### config.mk
export PLATFORM = sky130hd
export DESIGN_NAME = perceptron_trainer_flat
export DESIGN_NICKNAME = d
export VERILOG_FILES = /design/src/rtl/perceptron_trainer_if.sv /design/src/rtl/perceptron_trainer.sv /design/src/flat_wrapper.sv
export SDC_FILE = /design/constraint.sdc
export NUM_CORES = 2
export LEC_CHECK = 0
export CAP_MARGIN = 20
export CORE_MARGIN = 2
export CORE_UTILIZATION = 59
export CTS_CLUSTER_SIZE = 8
export DETAILED_ROUTE_END_ITERATION = 16
export GPL_ROUTABILITY_DRIVEN = 0
export PLACE_DENSITY_LB_ADDON = 0.15
export SLEW_MARGIN = 20
export SYNTH_ARGS = -nofsm -noshare
export SYNTH_HDL_FRONTEND = slang
export SYNTH_SLANG_ARGS = --single-unit
### constraint.sdc
create_clock -name clk -period 9.68 [get_ports clk]
set_input_delay 1.452 -clock clk [delete_from_list [all_inputs] [get_ports clk]]
set_output_delay 1.452 -clock clk [all_outputs]
set_load 0.01 [all_outputs]
### src/rtl/perceptron_trainer_if.sv
// Host-side bundle for perceptron_trainer: sample loading, run control, status and weight vector.
// The host drives through the master modport and the trainer uses the slave modport.
interface perceptron_trainer_if #(
    parameter int WIDTH     = 16,
    parameter int N_IN      = 2,
    parameter int N_SAMP    = 4,
    parameter int MAX_EPOCH = 64
);
    localparam int AW = (N_SAMP > 1) ? $clog2(N_SAMP) : 1;
    localparam int EW = $clog2(MAX_EPOCH + 1);

    logic                        load_we;
    logic [AW-1:0]               load_addr;
    logic [N_IN*WIDTH-1:0]       load_x;
    logic                        load_d;
    logic [WIDTH-1:0]            u;
    logic [(N_IN+1)*WIDTH-1:0]   w_init;
    logic                        start;
    logic                        busy;
    logic                        done;
    logic                        converged;
    logic [EW-1:0]               epoch_count;
    logic [(N_IN+1)*WIDTH-1:0]   w_out;

    modport master (
        output load_we, load_addr, load_x, load_d, u, w_init, start,
        input  busy, done, converged, epoch_count, w_out
    );

    modport slave (
        input  load_we, load_addr, load_x, load_d, u, w_init, start,
        output busy, done, converged, epoch_count, w_out
    );
endinterface

### src/rtl/perceptron_trainer.sv
// Multi-epoch perceptron trainer: one MAC per weight per sample, step activation, saturating
// parallel weight update, repeating epochs until an error-free epoch or the epoch limit.
module perceptron_trainer #(
    parameter int WIDTH     = 16,
    parameter int FRAC      = 10,
    parameter int N_IN      = 2,
    parameter int N_SAMP    = 4,
    parameter int MAX_EPOCH = 64
) (
    input  logic                 clk,
    input  logic                 reset,
    perceptron_trainer_if.slave  bus
);
    localparam int AW   = (N_SAMP > 1) ? $clog2(N_SAMP) : 1;
    localparam int EW   = $clog2(MAX_EPOCH + 1);
    localparam int KW   = $clog2(N_IN + 1);
    localparam int CW   = $clog2(N_SAMP + 1);
    localparam int ACCW = 2*WIDTH + $clog2(N_IN + 1);
    localparam int SW   = 2*WIDTH + 1;

    localparam logic signed [WIDTH-1:0] ONE    = WIDTH'(1 << FRAC);
    localparam logic signed [SW-1:0]    SAT_HI = {{(SW-WIDTH+1){1'b0}}, {(WIDTH-1){1'b1}}};
    localparam logic signed [SW-1:0]    SAT_LO = {{(SW-WIDTH+1){1'b1}}, {(WIDTH-1){1'b0}}};

    typedef enum logic [2:0] {IDLE, MAC, UPD, EPOCH_END, DONE} state_t;

    state_t state_q, state_d;

    logic signed [WIDTH-1:0] w_q [N_IN+1];
    logic signed [WIDTH-1:0] w_upd [N_IN+1];
    logic signed [WIDTH-1:0] u_q;
    logic signed [ACCW-1:0]  acc_q, acc_d;
    logic [KW-1:0]           k_q;
    logic [AW-1:0]           samp_q;
    logic [CW-1:0]           err_q;
    logic [EW-1:0]           epoch_q;
    logic                    conv_q;

    logic [N_IN*WIDTH-1:0]   mem_x [N_SAMP];
    logic [N_SAMP-1:0]       mem_d;

    logic signed [WIDTH-1:0]   x_cur, w_cur;
    logic signed [2*WIDTH-1:0] prod;
    logic                      y, miss, last_samp, last_k;

    // One step of w += sgn*((u*x) >>> FRAC), widened so the sum cannot wrap before clamping.
    function automatic logic signed [WIDTH-1:0] step_w(input logic signed [WIDTH-1:0] w,
                                                       input logic signed [WIDTH-1:0] x,
                                                       input logic signed [WIDTH-1:0] uu,
                                                       input logic                    inc);
        logic signed [2*WIDTH-1:0] p;
        logic signed [SW-1:0]      s;
        p = uu * x;
        p = p >>> FRAC;
        s = {{(WIDTH+1){w[WIDTH-1]}}, w};
        if (inc) s = s + {p[2*WIDTH-1], p};
        else     s = s - {p[2*WIDTH-1], p};
        if (s > SAT_HI)      step_w = SAT_HI[WIDTH-1:0];
        else if (s < SAT_LO) step_w = SAT_LO[WIDTH-1:0];
        else                 step_w = s[WIDTH-1:0];
    endfunction

    // Operand select for the current MAC step; k=0 is the implicit bias input of 1.0.
    // NOTE: every combinational output gets a default before any conditional assignment so no latch is inferred.
    always_comb begin
        x_cur = ONE;
        w_cur = w_q[0];
        for (int k = 1; k <= N_IN; k++) begin
            if (k_q == KW'(k)) begin
                x_cur = $signed(mem_x[samp_q][(k-1)*WIDTH +: WIDTH]);
                w_cur = w_q[k];
            end
        end
    end

    assign prod      = w_cur * x_cur;
    assign acc_d     = ((k_q == '0) ? '0 : acc_q) + {{(ACCW-2*WIDTH){prod[2*WIDTH-1]}}, prod};
    assign y         = ~acc_q[ACCW-1];
    assign miss      = (y != mem_d[samp_q]);
    assign last_samp = (samp_q == AW'(N_SAMP - 1));
    assign last_k    = (k_q == KW'(N_IN));

    always_comb begin
        w_upd[0] = step_w(w_q[0], ONE, u_q, mem_d[samp_q]);
        for (int k = 1; k <= N_IN; k++)
            w_upd[k] = step_w(w_q[k], $signed(mem_x[samp_q][(k-1)*WIDTH +: WIDTH]), u_q, mem_d[samp_q]);
    end

    // NOTE: the sample store has no reset; its contents are undefined until loaded, so no reset network is spent on it.
    always_ff @(posedge clk) begin
        if (bus.load_we && !bus.busy && (int'(bus.load_addr) < N_SAMP)) begin
            mem_x[bus.load_addr] <= bus.load_x;
            mem_d[bus.load_addr] <= bus.load_d;
        end
    end

    // NOTE: sequential state uses non-blocking assignments so every register samples pre-edge values.
    always_ff @(posedge clk or negedge reset) begin
        if (!reset) state_q <= IDLE;
        else        state_q <= state_d;
    end

    always_comb begin
        state_d = state_q;
        unique case (state_q)
            IDLE, DONE: if (bus.start) state_d = MAC;
            MAC:        if (last_k) state_d = UPD;
            UPD:        state_d = last_samp ? EPOCH_END : MAC;
            EPOCH_END: begin
                if (err_q == '0 || epoch_q == EW'(MAX_EPOCH - 1)) state_d = DONE;
                else                                              state_d = MAC;
            end
            default:    state_d = IDLE;
        endcase
    end

    always_comb begin
        bus.busy = (state_q == MAC) || (state_q == UPD) || (state_q == EPOCH_END);
        bus.done = (state_q == DONE);
    end

    always_ff @(posedge clk or negedge reset) begin
        if (!reset) begin
            for (int k = 0; k <= N_IN; k++) w_q[k] <= '0;
            u_q     <= '0;
            acc_q   <= '0;
            k_q     <= '0;
            samp_q  <= '0;
            err_q   <= '0;
            epoch_q <= '0;
            conv_q  <= 1'b0;
        end else begin
            unique case (state_q)
                IDLE, DONE: begin
                    if (bus.start) begin
                        for (int k = 0; k <= N_IN; k++) w_q[k] <= bus.w_init[k*WIDTH +: WIDTH];
                        u_q     <= bus.u;
                        k_q     <= '0;
                        samp_q  <= '0;
                        err_q   <= '0;
                        epoch_q <= '0;
                        conv_q  <= 1'b0;
                    end
                end
                MAC: begin
                    acc_q <= acc_d;
                    k_q   <= last_k ? '0 : k_q + 1'b1;
                end
                UPD: begin
                    if (miss) begin
                        for (int k = 0; k <= N_IN; k++) w_q[k] <= w_upd[k];
                        err_q <= err_q + 1'b1;
                    end
                    samp_q <= last_samp ? '0 : samp_q + 1'b1;
                end
                EPOCH_END: begin
                    epoch_q <= epoch_q + 1'b1;
                    if (err_q == '0)                         conv_q <= 1'b1;
                    else if (epoch_q != EW'(MAX_EPOCH - 1))  err_q  <= '0;
                end
                default: ;
            endcase
        end
    end

    assign bus.converged   = conv_q;
    assign bus.epoch_count = epoch_q;

    always_comb begin
        bus.w_out = '0;
        for (int k = 0; k <= N_IN; k++) bus.w_out[k*WIDTH +: WIDTH] = w_q[k];
    end
endmodule
### src/flat_wrapper.sv
// flat-port wrapper written by rule: the top's interface ports become plain ports
module perceptron_trainer_flat 
#(
    parameter int WIDTH     = 16,
    parameter int FRAC      = 10,
    parameter int N_IN      = 2,
    parameter int N_SAMP    = 4,
    parameter int MAX_EPOCH = 64
)
  (clk, reset, bus_load_we, bus_load_addr, bus_load_x, bus_load_d, bus_u, bus_w_init, bus_start, bus_busy, bus_done, bus_converged, bus_epoch_count, bus_w_out);
  perceptron_trainer_if #(.WIDTH(WIDTH), .N_IN(N_IN), .N_SAMP(N_SAMP), .MAX_EPOCH(MAX_EPOCH)) bus_i ();
  input  logic clk;
  input  logic reset;
  input wire logic [$bits(bus_i.load_we)-1:0] bus_load_we;
  input wire logic [$bits(bus_i.load_addr)-1:0] bus_load_addr;
  input wire logic [$bits(bus_i.load_x)-1:0] bus_load_x;
  input wire logic [$bits(bus_i.load_d)-1:0] bus_load_d;
  input wire logic [$bits(bus_i.u)-1:0] bus_u;
  input wire logic [$bits(bus_i.w_init)-1:0] bus_w_init;
  input wire logic [$bits(bus_i.start)-1:0] bus_start;
  output wire logic [$bits(bus_i.busy)-1:0] bus_busy;
  output wire logic [$bits(bus_i.done)-1:0] bus_done;
  output wire logic [$bits(bus_i.converged)-1:0] bus_converged;
  output wire logic [$bits(bus_i.epoch_count)-1:0] bus_epoch_count;
  output wire logic [$bits(bus_i.w_out)-1:0] bus_w_out;
  assign bus_i.load_we = bus_load_we;
  assign bus_i.load_addr = bus_load_addr;
  assign bus_i.load_x = bus_load_x;
  assign bus_i.load_d = bus_load_d;
  assign bus_i.u = bus_u;
  assign bus_i.w_init = bus_w_init;
  assign bus_i.start = bus_start;
  assign bus_busy = bus_i.busy;
  assign bus_done = bus_i.done;
  assign bus_converged = bus_i.converged;
  assign bus_epoch_count = bus_i.epoch_count;
  assign bus_w_out = bus_i.w_out;
  perceptron_trainer #(.WIDTH(WIDTH), .FRAC(FRAC), .N_IN(N_IN), .N_SAMP(N_SAMP), .MAX_EPOCH(MAX_EPOCH)) u_core (.clk(clk), .reset(reset), .bus(bus_i));
endmodule
-- Word-level counts from Yosys, hierarchy flattened
Memory sizes are Yosys's and may differ from the RTL's.
Cells that the tools add are included.
- register bits: 120
- latch bits: 0
- RAM bits: 128
- ROM bits: 0
- bits of input ports: 103
- output and inout bits: 58
- logic and storage cells: 119
- memories: 1
- $add $sub $neg: 11
- $mul: 3
- divide/modulo/power cells: 0
- order comparisons: 9
- eq/ne operators: 16
- shift operators: 0
- muxes and demuxes: 44
- bitwise operators: 1
- reductions and logical operators: 22
- memory list (memory ; words ; width ; read ports ; clocked after Yosys merged registers in ; wr ports ; line ; text):
    u_core.mem_x ; 4 ; 32 ; 1 ; 0 ; 1 ; perceptron_trainer.sv:39 ; logic [N_IN*WIDTH-1:0] mem_x [N_SAMP];
- operators by type and width (cell ; count):
    $mux 16 ; 10
    $gt 33x16->1 const B ; 3
    $lt 33x16->1 const B ; 3
    $mux 33 ; 3
    $mul 16x16->32 ; 3
    $mux 48 ; 2
    $pmux 48 s2 ; 1
    $add 16x22->23 ; 2
    $sub 16x22->23 ; 2
    $add 34x34->34 ; 1
    $mux 34 ; 1
    $mux 3 ; 7
    $add 16x16->17 ; 1
    $sub 16x16->17 ; 1
    $pmux 7 s2 ; 1
    $pmux 3 s4 ; 1
    $reduce_and 2->1 ; 5
    $pmux 3 s3 ; 1
    $mux 2 ; 4
    $ne 2x2->1 const B ; 4
    $pmux 2 s2 ; 2
    $add 7x1->7 const B ; 1
    $eq 7x6->1 const B ; 1
    $mux 7 ; 1
    other kinds (28) ; 45

-- Longest topological paths before layout
An unclocked memory read counts as a cell.
- word-level depth: 9
- gate-level depth with buffers: 48

-- Least setup slack after synthesis
No wires, ideal clock.
- path type: reg-to-reg
- start point: reg u_core.samp_q[0]
- end point: reg u_core.w_q (netlist bit u_core.bus.w_out[47])
- library setup time: 0.126 ns
- arrival time: 10.570 ns
- data required time: 9.554 ns
- path slack: -1.016 ns
- cell stages (with the launch flop): 42
- path buffers: 3
- clock period less this slack: 10.696 ns
- cells stage by stage: dfrtp_1 > buf_4 > buf_1 > mux4_2 > clkbuf_1 > and2_1 > fa_1 > inv_1 > fa_1 > fa_1 > inv_1 > fa_1 > fa_1 > inv_1 > fa_1 > inv_1 > ha_1 > a21o_1 > (+6 left out) > nor3_1 > nand3_1 > o21a_1 > o22a_1 > o22a_1 > xor2_1 > ha_1 > a21oi_1 > nor2_1 > o21a_1 > a211oi_1 > o21ai_0 > a21o_1 > xor2_1 > or3_4 > a21boi_2 > nor2_2 > a221o_1
- longest elaborated chain between the ends: 9
- elaborated cells on any way between the ends: 16
- ends and longest elaborated chain (what ; line ; text):
    from (decl) ; perceptron_trainer.sv:34 ; logic [AW-1:0] samp_q;
    from (signal assigned) ; perceptron_trainer.sv:154 ; samp_q <= last_samp ? '0 : samp_q + 1'b1;
    $mem_v2 4x32 ; -- ;
    $mul 16x16->32 ; perceptron_trainer.sv:53 ; p = uu * x;
    $sub 16x22->23 / $add 16x22->23 (equally long branches) ; perceptron_trainer.sv:57, perceptron_trainer.sv:56 ;
    $mux 33 ; perceptron_trainer.sv:56 ; if (inc) s = s + {p[2*WIDTH-1], p};
    $lt 33x16->1 ; perceptron_trainer.sv:59 ; else if (s < SAT_LO) step_w = SAT_LO[WIDTH-1:0];
    $mux 16 ; perceptron_trainer.sv:59 ;
    $mux 16 ; perceptron_trainer.sv:58 ; if (s > SAT_HI) step_w = SAT_HI[WIDTH-1:0];
    $mux 48 ; perceptron_trainer.sv:150 ; if (miss) begin
    $pmux 48 s2 ; perceptron_trainer.sv:133 ; unique case (state_q)
    to (decl) ; perceptron_trainer.sv:29 ; logic signed [WIDTH-1:0] w_q [N_IN+1];
Several ways; a longest one is shown, not always the timed one. The select of a mux whose other input is x is not followed.
A chain may end at the register's enable or synchronous reset.

-- Final worst setup path
Ends and elaborated chain as after synthesis.

==> flow_summary_export.csv <==
group,metric,value,unit
routing,route.detailed.drc,0,
logic_synthesis,yosys.area.top_type_share,34.5,%
grt,grt_use_met3,9.75,%
finish,finalCoreUtilization,72.4,%
routing,avgViaCountPerCell,5.80,
logic_synthesis,synth_adder_area_share,43.9,%
timing,fmax,98.7,MHz
setup_path,reg2reg_to,"u_core.bus.w_out[47]",
die,initial_core_util,59.3,%
logic_synthesis,synth-xor-area-share,4.10,%
grt,grt_util_met1,48.3,%
routing,first_iter_violations,3250,
hold_path,hold_start,"u_core.acc_q[22]",
logic_synthesis,synthArstFlopShare,46.8,%
logic_synthesis,syn-num-nets,6182,
logic_synthesis,synth_area_per_cell,9.24,um^2
run,drv_cap,0,
finish,fin_nets,6829,
grt,grt_remaining_overflow,0,
grt,grt.met2_usage,57.9,%
routing,wl_per_cell,21.9,um
clocking,cts_inserted_buffers,39,
hold_path,hold_class,"reg -> reg",
clocking,cts_sinks,248,
routing,routed-via-count,38611,
grt,grt_usage,37.4,%
setup_path,crit_type,"reg -> reg",
clocking,root_buffer,"clkbuf_16",
grt,grt_start_max_net_pins,66,
finish,drive_gt1_share,18.8,%
setup_path,critical_path_required,10.15,ns
logic_synthesis,ys_ff_latch,248,
timing,grt_setup_unrepaired,"yes",
setup_path,cpMostUsedCell,"fa_1",
timing,tightest_slew,1.09,ns
timing,finalHoldViolCount,0,
logic_synthesis,ys_warn_count,0,
placement,dpl.hpwl,115,mm
logic_synthesis,synth.area.top_cells,"fa_1 (35%), ha_1 (9.3%), edfxtp_1 (8.7%), inv_1 (7.2%), dfrtp_1 (6.3%)",
clocking,cts_hold_buf,0,
finish,multiInputGateArea,0.0361,mm^2
logic_synthesis,ys_types,93,
timing,setup_viol,31,
logic_synthesis,yosys_most_used_dff,"edfxtp_1",
finish,syn_to_final_growth,21.9,%
timing,worst_slack,-0.456,ns
logic_synthesis,synth_top_family_by_area,"adder cells",
clocking,path_clk_slew,0.06,ns
timing,maxSlewHeadroom,26.8,%
routing,wirelength,146,mm
logic_synthesis,syn_inst,4949,
grt,grt_pass1_wl,226,mm
logic_synthesis,syn_area,0.0457,mm^2
finish,regArea,0.00687,mm^2
setup_path,max_stage_delay,0.66,ns
logic_synthesis,synthSimpleGateAreaFrac,15.4,%
logic_synthesis,muxShareOfSynthArea,2.47,%
die,dieArea,0.0798,mm^2
die,die_w,282,um
logic_synthesis,yosysSeqAreaShare,15.0,%
placement,io_buffers,160,
setup_path,cp-end-kind,"register",
grt,busiest_layer,"met2",
setup_path,reg2reg_depth,40,
finish,finalInstanceArea,0.0558,mm^2
logic_synthesis,synth_edf_count,132,
timing,fin_skew,0.0563,ns
grt,antenna_found_initial,9,
logic_synthesis,synth_compound_area_share,10.2,%
setup_path,critical_path.endpoint,"u_core.bus.w_out[47]",
placement,placed_area,0.0527,mm^2
clocking,cts_tree,"built",
die,io_pins,161,
die,die_h,282,um
setup_path,r2r_slack,-0.46,ns
grt,grt_pass1_vias,40202,
timing,finalCritPeriodShare,105,%
setup_path,critPathSlowestCell,"mux4_2",
timing,fin_crit,10.14,ns
clocking,cts_max_path_buffers,3,
clocking,clk_latency,0.61,ns
setup_path,startpoint,"u_core.samp_q[0]",
setup_path,crit_path_start_kind,"register",
routing,drtAntennaViolNets,0,
clocking,cts_max_level,2,
setup_path,cp_data_arrival_time,10.60,ns
setup_path,path_max_fanout,8,
placement,pre_cts_slack,-0.389,ns
die,placeableCoreArea,0.0771,mm^2
run_status,violations,"setup timing",
die,core.rowCount,102,
logic_synthesis,yosys.area.top_type,"fa_1",
routing,drt_pass1_iterations,5,
setup_path,r2r-start,"u_core.samp_q[0]",
finish,fill_cells,5619,
run_status,status,"finished, violations left",
timing,slew_viol_final,0,
-- cell usage after synthesis, types with 19 or more instances --
master / number
or3_1: 40
o21ai_0: 174
xor2_1: 62
nor2b_1: 53
clkbuf_1: 164
mux2_2: 19
edfxtp_1: 132
ha_1: 341
mux4_2: 30
xnor2_1: 152
nor2_1: 274
nand2b_1: 28
a21oi_2: 23
fa_1: 789
mux2i_1: 24
a21o_1: 79
o21a_1: 38
dfrtp_1: 116
or2_2: 20
and2_1: 253
o21bai_1: 21
nand4_1: 23
nand3_1: 34
inv_1: 881
and3_1: 30
nand2_1: 633
buf_1: 30
a21oi_1: 160
nor3_1: 50
o31ai_1: 20
-- layer usage --
metal	share of wire, %	wire length [um]	up-vias
met5	0.027	40	-
met4	6.5	9500	8
met3	10	14800	514
met2	45	65600	1886
met1	38	56100	19149
li1	-	-	17054
-- sequential cells by signal, indices dropped and copies added (netlist names) --
name                    count
u_core.u_q                 16
u_core.err_q                3
u_core.state_q              3
u_core.bus.epoch_count      7
u_core.acc_q               34
u_core.bus.converged        1
u_core.mem_x              128
u_core.bus.w_out           48
u_core.mem_d                4
u_core.samp_q               2
u_core.k_q                  2
-- worst max-delay path: cells and delay by family, from the launching register on --
kind / cells / cell delay (ns)
adder cells (fa/ha/maj): 8 / 3.55
AND/OR/NAND/NOR: 10 / 1.59
buffers and inverters: 7 / 0.74
XOR/XNOR: 2 / 0.32
multiplexers: 1 / 0.66
AO/OA/AOI/OAI: 12 / 2.70
flip-flops: 1 / 0.43
-- per-stage QoR --
stage / setup TNS, ns / hold WS [ns] / std cells
global route: -17.47 / 0.489 / 6658
floorplan: -0.0447 / 0.438 / 4949
global placement: -6.64 / 0.450 / 6522
CTS: -1.04 / 0.474 / 6639
finish: -7.60 / 0.471 / 6661
detailed placement: -10.69 / 0.462 / 6522
-- area by class of cell --
| class | instances | area share (%) |
|---|---|---|
| Antenna cell | 5 | 0.0224 |
| Clock buffer | 55 | 1.95 |
| Clock inverter | 6 | 0.242 |
| Inverter | 881 | 5.93 |
| Multi-Input combinational cell | 3621 | 64.8 |
| Sequential cell | 248 | 12.3 |
| Tap cell | 1040 | 2.33 |
| Timing Repair Buffer | 805 | 12.4 |
-- how the worst min path moves through the flow --
stage	to	cells past startpoint	slack (ns)
floorplan	u_core.acc_q[0]	2	0.44
global placement	u_core.acc_q[0]	2	0.45
detailed placement	u_core.acc_q[0]	2	0.46
CTS	u_core.acc_q[3]	2	0.47
global route	u_core.acc_q[14]	2	0.49
finish	u_core.acc_q[22]	2	0.47
-- cell usage in the layout, fill, tap and decap left out, types with 35 or more instances in the layout --
master and n:
edfxtp_1 132, dfrtp_1 114, or3_1 37, buf_4 583
and2_1 232, o21ai_0 147, fa_1 773, a21oi_1 129
clkbuf_16 41, a21o_1 79, xor2_1 60, nor3_1 39
o21a_1 36, a21oi_2 49, ha_1 309, buf_6 35
nor2b_1 52, nor2_1 262, xnor2_1 145, clkdlybuf4s50_1 159
inv_1 869, nand2_1 610
-- kinds of logic (layout without fill, tap and decap cells) --
group / count (synthesis) / count (layout)
AND/OR/NAND/NOR: 1488 / 1488
adder cells (fa/ha/maj): 1130 / 1130
buffers and inverters: 1083 / 1747
AO/OA/AOI/OAI: 713 / 713
flip-flops: 248 / 248
XOR/XNOR: 214 / 214
multiplexers: 73 / 76
other: 0 / 5
-- what timing repair did --
| action | CTS | global route |
|---|---|---|
| gates cloned | 4 | 0 |
| buffers inserted | 54 | 17 |
| pin swaps | 92 | 103 |
| endpoints found under the hold margin | 0 | 0 |
| resized for setup | 134 | 154 |
| setup endpoints to repair | 33 | 35 |
Power is not shown: default switching activity piles up to over one toggle a cycle in this logic, so the estimate is an artifact.
